<file path="config.mk">
export PLATFORM = sky130hd
export DESIGN_NAME = p_encoder_iter_flat
export DESIGN_NICKNAME = d
export VERILOG_FILES = /design/src/rtl/p_encoder_iter_if.sv /design/src/rtl/p_encoder_iter.sv /design/src/flat_wrapper.sv
export SDC_FILE = /design/constraint.sdc
export NUM_CORES = 1
export LEC_CHECK = 0
export BUFFER_PORTS_ARGS = -buffer_cell sky130_fd_sc_hd__buf_2
export CORE_UTILIZATION = 40
export CTS_CLUSTER_SIZE = 30
export DETAILED_ROUTE_END_ITERATION = 6
export GPL_TIMING_DRIVEN = 0
export PLACE_DENSITY = 0.58
export REMOVE_ABC_BUFFERS = 1
export SYNTH_ARGS = -nofsm -noshare
export SYNTH_HDL_FRONTEND = slang
export SYNTH_SLANG_ARGS = --single-unit
export TNS_END_PERCENT = 5
</file>
<file path="constraint.sdc">
create_clock -name clk -period 5.5 [get_ports clk]
set_clock_uncertainty 0.15 [all_clocks]
set_input_delay 0.825 -clock clk [delete_from_list [all_inputs] [get_ports clk]]
set_output_delay 0.825 -clock clk [all_outputs]
set_load 0.01 [all_outputs]
</file>
<file path="src/rtl/p_encoder_iter_if.sv">
// Handshake bundle for p_encoder_iter: mask input stream and index output stream.
// Macro P_ENC_ITER_REMAIN_EN adds the out_remain beat counter to the bundle.
interface p_encoder_iter_if #(
    parameter int unsigned WIDTH = 16
);
    localparam int unsigned IDX_W = $clog2(WIDTH);

    logic             in_valid;
    logic             in_ready;
    logic [WIDTH-1:0] in_mask;
    logic             out_valid;
    logic             out_ready;
    logic [IDX_W-1:0] out_idx;
    logic             out_last;
    logic             out_zero;
`ifdef P_ENC_ITER_REMAIN_EN
    logic [IDX_W:0]   out_remain;
`endif

    modport master (
        output in_valid, in_mask, out_ready,
`ifdef P_ENC_ITER_REMAIN_EN
        input  out_remain,
`endif
        input  in_ready, out_valid, out_idx, out_last, out_zero
    );

    modport slave (
        input  in_valid, in_mask, out_ready,
`ifdef P_ENC_ITER_REMAIN_EN
        output out_remain,
`endif
        output in_ready, out_valid, out_idx, out_last, out_zero
    );
endinterface

</file>
<file path="src/rtl/p_encoder_iter.sv">
// Iterative leading-one encoder: emits every set bit of a mask, MSB first, one beat per cycle.
// Macro P_ENC_ITER_REMAIN_EN adds a registered count of beats remaining (out_remain).
module p_encoder_iter #(
    parameter int unsigned WIDTH = 16
) (
    input logic              clk,
    input logic              reset,
    p_encoder_iter_if.slave  bus
);
    localparam int unsigned IDX_W = $clog2(WIDTH);

    typedef enum logic [0:0] {StIdle, StBusy} state_e;

    state_e           state_q;
    logic [WIDTH-1:0] work_q;
    logic             zflag_q;

    logic [WIDTH-1:0] lead_oh;
    logic [IDX_W-1:0] lead_idx;
    logic             single_bit;
    logic             busy;
    logic             last_int;
    logic             consume;
    logic             ready_int;
    logic             accept;

    // Ascending scan so the highest set bit wins.
    always_comb begin
        lead_oh  = '0;
        lead_idx = '0;
        for (int i = 0; i < WIDTH; i++) begin
            if (work_q[i]) begin
                lead_oh    = '0;
                lead_oh[i] = 1'b1;
                lead_idx   = IDX_W'(int'(WIDTH) - 1 - i);
            end
        end
    end

    assign single_bit = (work_q != '0) && ((work_q & (work_q - WIDTH'(1))) == '0);
    assign busy       = (state_q == StBusy);
    assign last_int   = zflag_q || single_bit;
    assign consume    = busy && bus.out_ready;
    assign ready_int  = !busy || (consume && last_int);
    assign accept     = bus.in_valid && ready_int;

    assign bus.in_ready  = ready_int;
    assign bus.out_valid = busy;
    assign bus.out_idx   = busy ? lead_idx : '0;
    assign bus.out_last  = busy && last_int;
    assign bus.out_zero  = busy && zflag_q;

    always_ff @(posedge clk or negedge reset) begin
        if (!reset) begin
            state_q <= StIdle;
            work_q  <= '0;
            zflag_q <= 1'b0;
        end else if (accept) begin
            state_q <= StBusy;
            work_q  <= bus.in_mask;
            zflag_q <= (bus.in_mask == '0);
        end else if (consume) begin
            work_q <= work_q & ~lead_oh;
            if (last_int) begin
                state_q <= StIdle;
                zflag_q <= 1'b0;
            end
        end
    end

`ifdef P_ENC_ITER_REMAIN_EN
    logic [IDX_W:0] remain_q;

    function automatic logic [IDX_W:0] popcount(input logic [WIDTH-1:0] m);
        logic [IDX_W:0] cnt;
        cnt = '0;
        for (int i = 0; i < WIDTH; i++) begin
            cnt = cnt + {{IDX_W{1'b0}}, m[i]};
        end
        return cnt;
    endfunction

    always_ff @(posedge clk or negedge reset) begin
        if (!reset) begin
            remain_q <= '0;
        end else if (accept) begin
            remain_q <= popcount(bus.in_mask);
        end else if (consume) begin
            // A zero mask carries a count of 0; do not wrap it on its single beat.
            remain_q <= last_int ? '0 : remain_q - (IDX_W + 1)'(1);
        end
    end

    assign bus.out_remain = busy ? remain_q : '0;
`endif

endmodule

</file>
<file path="src/flat_wrapper.sv">
// flat-port wrapper written by rule: the top's interface ports become plain ports
module p_encoder_iter_flat 
#(
    parameter int unsigned WIDTH = 16
)
  (clk, reset, bus_in_valid, bus_in_mask, bus_out_ready, bus_in_ready, bus_out_valid, bus_out_idx, bus_out_last, bus_out_zero);
  p_encoder_iter_if #(.WIDTH(WIDTH)) bus_i ();
  input logic clk;
  input logic reset;
  input wire logic [$bits(bus_i.in_valid)-1:0] bus_in_valid;
  input wire logic [$bits(bus_i.in_mask)-1:0] bus_in_mask;
  input wire logic [$bits(bus_i.out_ready)-1:0] bus_out_ready;
  output wire logic [$bits(bus_i.in_ready)-1:0] bus_in_ready;
  output wire logic [$bits(bus_i.out_valid)-1:0] bus_out_valid;
  output wire logic [$bits(bus_i.out_idx)-1:0] bus_out_idx;
  output wire logic [$bits(bus_i.out_last)-1:0] bus_out_last;
  output wire logic [$bits(bus_i.out_zero)-1:0] bus_out_zero;
  assign bus_i.in_valid = bus_in_valid;
  assign bus_i.in_mask = bus_in_mask;
  assign bus_i.out_ready = bus_out_ready;
  assign bus_in_ready = bus_i.in_ready;
  assign bus_out_valid = bus_i.out_valid;
  assign bus_out_idx = bus_i.out_idx;
  assign bus_out_last = bus_i.out_last;
  assign bus_out_zero = bus_i.out_zero;
  p_encoder_iter #(.WIDTH(WIDTH)) u_core (.clk(clk), .reset(reset), .bus(bus_i));
endmodule
</file>
==> key figures, run 1 <==
STA
  • Final worst slack: 1762 ps
  • Setup violators final: 0
  • Fmax: 267.5 MHz
  • Slew HR: 0.3509
  • Final Cycle Share: 0.6797
  • Setup TNS: 0 ps
  • Slew @ Worst Pin: 971.5 ps
  • Final min period: ~3700 ps
  • Final hold vios: 0
  • RSZ-0062 raised after global routing: no
  • Final Slew Violations: 0

Worst setup path
  • Crit-path cells: or4_1 > o31ai_1 > and4b_4 > a41oi_4 > o21ai_0 > buf_2
  • CP bufs+invs: 1
  • Crit path DAT: 2760 ps
  • CP top delay family: simple AND/OR/NAND/NOR gates
  • Crit path max fanout: 9
  • Element type at the critical path end: primary output
  • WP data required: 4530 ps
  • Crit Path Category: flip-flop to primary output
  • Critical Path Source Type: flip-flop
  • CP max stage cell: or4_1
  • Worst path max stage delay: 750 ps

Placement
  • Placed Area: 0.001495 mm2
  • Place WS: 2133 ps
  • Hpwl dp: ~2500 um
  • GPL Wtd Cong: 0.8547
  • Count of input and output buffers: 27
  • Number of instances in the placed design: 222

Global routing
  • Vias in the first global route: 1,154
  • GRT overflow: 0
  • Largest net degree at the start of global routing: 32
  • Gr usage total: 0.2037
  • Met1 GRT Util: 0.2993
  • Antenna violations before repair: 0
  • Busiest layer in global routing: met2
  • GR Layer Usage met3: 0.03151
  • First-pass GRT wire length: 5485 um
  • GR Util met2: 0.3137

Synthesis
  • Netlist cell types: 41
  • Sequential area share after synthesis: 0.3226
  • Syn Std Cell Area: 0.001396 mm2
  • Largest area contributor in the netlist: dfrtp_1
  • Flops & latches, synth: 18
  • EDFF count, synth: 0
  • Top-area cell type share of the netlist area: 0.3226
  • Synthesized netlist cell count: 160
  • Synth area leaders: dfrtp_1, o21ai_2, nand2_1, buf_6, o21ai_0
  • Ys Warns: 0
  • Post-synth ARST share: 1.000
  • Primary FF master, synth: dfrtp_1
  • Avg Cell Area, Syn: about 8.7 um2

Flow run
  • Max-Cap Viols: 0

Status
  • Status: complete, no violations

CTS
  • Latest clock arrival within the worst-skew pair: 300 ps
  • TritonCTS clock tree: done
  • Root buffer cell: clkbuf_4
  • H-tree Lvls: 1
  • Hold-fix buffers, CTS: 0
  • Post-CTS Resized: 0
  • # clock sinks: 18
  • Setup repair bufs after CTS: 0
  • CTS clock-pin slew for the worst setup and hold paths: 110 ps
  • Clock buffer count from CTS: 3
  • Clk buf depth: 2

Cells and area
  • Nets: 201
  • Final instance area: approximately 0.0015 mm2
  • Commonest non-fill, non-tap cell in the layout: buf_2
  • Most frequent cells in the layout: buf_2, nand2_1, dfrtp_1, o21ai_2, o21ai_0
  • Area Overhead vs Synth: 8.692%
  • Share of post-route cells with drive strength above 1: 0.3240
  • Antenna cells: 0
  • Fill cells: between 300 and 400
  • Final std cells w/o fill: 225

Floorplanning
  • Die area: around 0.0037 mm2
  • # rows: 21
  • Die W: 61.09 um
  • Number of placed I/O pins: 28
  • Initial Utilization: 0.4184
  • Area of the core: approximately 0.0033 mm2
  • Die height: just over 60 um

Power
  • Internal: ~0.00047 W
  • Clock power share: 0.074
  • NetSw: 0.0004925 W
  • Static Leak: 0.6203 nW
  • Combinational power share: 0.649
  • Switching Fraction: 0.5128
  • Pwr/cell area: around 630 mW/mm2
  • Peak VDD IR: 0.2730 mV
  • Reg power frac: 0.277

Routing
  • Via/cell ratio: between 5 and 6
  • DRT antenna net count: 0
  • DR iter-0 viols: 50
  • Vias: 1,318
  • Drt wl/cell: around 15 um
  • DRT Wirelength: 3334 um
  • DR pass1 iterations: 4
  • DRC Markers: 0

Min path
  • HP Class: primary input to async pin
-- per-layer routing --
metal  vias to the layer above  routed length (um)
li1                        641                   -
met1                       619                1584
met2                        54                1529
met3                         4                 190
met4                         0                  29
met5                         -                   0
-- kinds of logic (layout without fill, tap and decap cells) --
kind of cell | Yosys count | in the layout | synth area share
simple gates | 67 | 67 | 0.2563
buf+inv | 17 | 36 | 0.08333
flops | 18 | 18 | 0.3226
fa+ha+maj | 2 | 2 | 0.01434
compound gates | 56 | 56 | 0.3235
-- metrics by stage --
stage / util / hold slack (ps) / power (W)
detailed placement: 0.4481 / 366.0 / 0.0008923
global route: 0.4548 / 293.5 / 0.001050
floorplan: - / 334.2 / 0.0007166
global placement: 0.4481 / 358.5 / 0.0008775
finish: 0.4548 / 287.7 / 0.0009605
CTS: 0.4548 / 303.5 / 0.0009638
-- state kept, by name, summed over array words and instances (netlist names) --
name / count
u_core.work_q: 16
u_core.bus.out_valid: 1
u_core.zflag_q: 1
-- worst paths after layout --
kind	startpoint	end	cells after the start	slack (ps)
worst max-delay path	u_core.work_q[6]	bus_in_ready	6	1760
max in group asynchronous	reset	u_core.work_q[6]	1	4620
worst min register to register	u_core.work_q[15]	u_core.work_q[15]	1	400
min in group clk	u_core.work_q[15]	u_core.work_q[15]	1	400
worst min-delay path	reset	u_core.bus.out_valid	1	290
worst max register to register	u_core.work_q[6]	u_core.work_q[4]	7	2200
-- synthesized netlist by cell type (all sizes together) (5+ instances only) --
cell,number
a21oi,8
buf,8
dfrtp,18
inv,6
nand2,27
nor2,9
nor4,7
o21ai,26
o31ai,7
o41ai,5
or3,5
or4,5
-- cell type report --
type	instances	area, um2	share of cell area
clock buffers	3	22.52	0.01484
repair buffers	27	135.1	0.08904
inverters	6	22.52	0.01484
well taps	46	57.56	0.03792
flip-flops and latches	18	450.4	0.2968
multi-input cells	125	829.5	0.5466
-- power by group through the flow --
| stage | logic (W) | registers, W | clock network, W |
|---|---|---|---|
| finish | 0.000623 | 0.000266 | 0.0000711 |
| global route | 0.000692 | 0.000275 | 0.0000829 |
| CTS | 0.000629 | 0.000264 | 0.0000707 |
| detailed placement | 0.000626 | 0.000266 | 0 |
| global placement | 0.000615 | 0.000262 | 0 |
| floorplan | 0.000472 | 0.000244 | 0 |
No activity file was read; power rests on OpenSTA's default activity.
==> run 2, diff against run 1 <==
PLACE_DENSITY = 0.6   (was 0.58)
clock period = 3 ns   (was 5.5 ns; I/O delays follow)
==> run 2 against run 1 <==
Net effect:
- the flow now finishes with violations (setup timing)
- setup slack got worse by 1900 ps
- largest cell class unchanged
- highest routed layer unchanged
- routed wire length rose by 2.1%
- core utilization rose by 1.6 points
==> key figures, run 2 (synthesis results as in run 1) <==
Placement
  • Place WS: -274.1 ps
  • GPL Wtd Cong: 0.8807
  • Placed Area: 0.001495 mm2
  • Number of instances in the placed design: roughly 220
  • Count of input and output buffers: 27
  • Hpwl dp: 2489 um

STA
  • Slew HR: 0.3655
  • Setup violators final: 18
  • Final hold vios: 0
  • Slew @ Worst Pin: 949.6 ps
  • Fmax: around 320 MHz
  • RSZ-0062 raised after global routing: yes
  • Final Cycle Share: 1.049
  • Final worst slack: -148.1 ps
  • Final Slew Violations: 0
  • Final min period: 3148 ps

Cells and area
  • Final instance area: ~0.0016 mm2
  • Largest Register: u_core.work_q
  • Max FFs per register: 16
  • Area Overhead vs Synth: 12.63%
  • Nets: between 200 and 250
  • Most frequent cells in the layout: buf_2, nand2_1, dfrtp_1, o21ai_2, o21ai_0
  • Share of post-route cells with drive strength above 1: 0.3536
  • Fill cells: ~340
  • Commonest non-fill, non-tap cell in the layout: buf_2
  • Antenna cells: 0
  • Final std cells w/o fill: roughly 230
  • Fin util: 0.4713

Worst setup path
  • Crit Path Category: flip-flop to flip-flop
  • WP data required: approximately 3000 ps
  • Critical Path Source Type: flip-flop
  • Reg2Reg Depth: 7
  • Crit path DAT: 3230 ps
  • R2R Path Start: u_core.work_q[0]
  • Element type at the critical path end: flip-flop
  • Reg2reg end: u_core.work_q[0]
  • Crit path max fanout: 31
  • R2R Setup Slk: -150 ps

Routing
  • DRC Markers: 0
  • DR pass1 iterations: 4
  • DRT antenna net count: 0
  • DR iter-0 viols: 25
  • DRT Wirelength: 3404 um
  • Drt wl/cell: 15.00 um
  • Via/cell ratio: a little under 6
  • Vias: roughly 1.3k

Floorplanning
  • Initial Utilization: 0.4184
  • Number of placed I/O pins: 28
  • Die height: 61.09 um
  • Die area: 0.003731 mm2
  • Area of the core: 0.003337 mm2
  • Die W: between 60 and 70 um
  • # rows: 21

Min path
  • HP Start: bus_in_mask[9]
  • Hold endpoint: u_core.work_q[9]
  • Cell depth of the worst hold path: 3
  • HP Class: primary input to flip-flop

Global routing
  • Antenna violations before repair: 0
  • Largest net degree at the start of global routing: 32
  • Vias in the first global route: 1,135
  • Gr usage total: 0.1977
  • GRT overflow: 0
  • First-pass GRT wire length: 5388 um

Power
  • Pwr/cell area: 1181 mW/mm2
  • Static Leak: 0.6359 nW
  • Peak VDD IR: 0.5248 mV

Status
  • Status: finished with violations
  • Failing checks: setup timing

CTS
  • H-tree Lvls: 1
  • Clock buffer count from CTS: 3
  • Clk buf depth: 2
  • # clock sinks: 18
  • Latest clock arrival within the worst-skew pair: roughly 300 ps
  • Root buffer cell: clkbuf_4
  • Setup repair bufs after CTS: 0
  • TritonCTS clock tree: done
  • CTS clock-pin slew for the worst setup and hold paths: around 110 ps

Flow run
  • Max-Cap Viols: 0
[run 2: cell types whose count changed in the layout (fill, tap and decap cells not counted), sizes merged]
| cell | previous run | this run |
|---|---|---|
| dlygate4sd3 | 0 | 1 |
| clkbuf | 3 | 4 |
[run 2: area by class of cell]
cell class              instances  area (um2)  share of cell area
flip-flops and latches         18       452.9              0.2880
clock buffers                   4       36.28             0.02307
repair buffers                 28       151.4             0.09626
inverters                       6       22.52             0.01432
well taps                      46       57.56             0.03660
multi-input cells             125       852.1              0.5418
[run 2: per-layer routing]
layer,vias to the layer above,part of all wire,track usage
met2,37,0.50,0.3137
li1,640,-,-
met1,639,0.44,0.2779
met3,2,0.047,0.02941
met4,0,0.0068,0.06169
met5,-,0,0
[run 2: metrics by stage]
step           setup TNS [ps]  total power [W]  hold slack, ps
2_1_floorplan               0         0.001314           4.409
4_1_cts                 -2279         0.001845           199.6
6_report                -2212         0.001858           207.3
3_3_place_gp            -3127         0.001603           255.2
3_5_place_dp            -4046         0.001632           269.9
5_1_grt                 -5909         0.002009           206.2
[run 2: repair_timing]
item / 4_1_cts / 5_1_grt
pin swaps: 12 / 2
hold buffers: 1 / 0
hold endpoints to repair: 18 / 0
resized for setup: 7 / 1
endpoints found under the setup margin: 18 / 18
[run 2: how the worst max path moves through the flow]
| stage | startpoint | endpoint | cells after the start |
|---|---|---|---|
| 2_1_floorplan | u_core.work_q[6] | u_core.work_q[15] | 6 |
| 3_3_place_gp | u_core.work_q[6] | u_core.work_q[15] | 6 |
| 3_5_place_dp | u_core.work_q[6] | u_core.work_q[15] | 6 |
| 4_1_cts | u_core.work_q[0] | u_core.work_q[15] | 6 |
| 5_1_grt | u_core.work_q[8] | u_core.work_q[5] | 7 |
| 6_report | u_core.work_q[0] | u_core.work_q[0] | 7 |
[run 2: critical path, stage by stage, from the launching register on]
cell	delay, ps
dfrtp_1	460
or4_4	640
o41ai_2	340
o2111a_2	290
a41oi_4	150
a21oi_4	770
nand2_1	160
o21ai_2	90
[run 2: power breakdown]
group / internal (W) / switching [W] / total (W)
combinational: 0.000525 / 0.000678 / 0.00120
sequential: 0.000327 / 0.000168 / 0.000495
clock: 0.0000740 / 0.0000853 / 0.000159
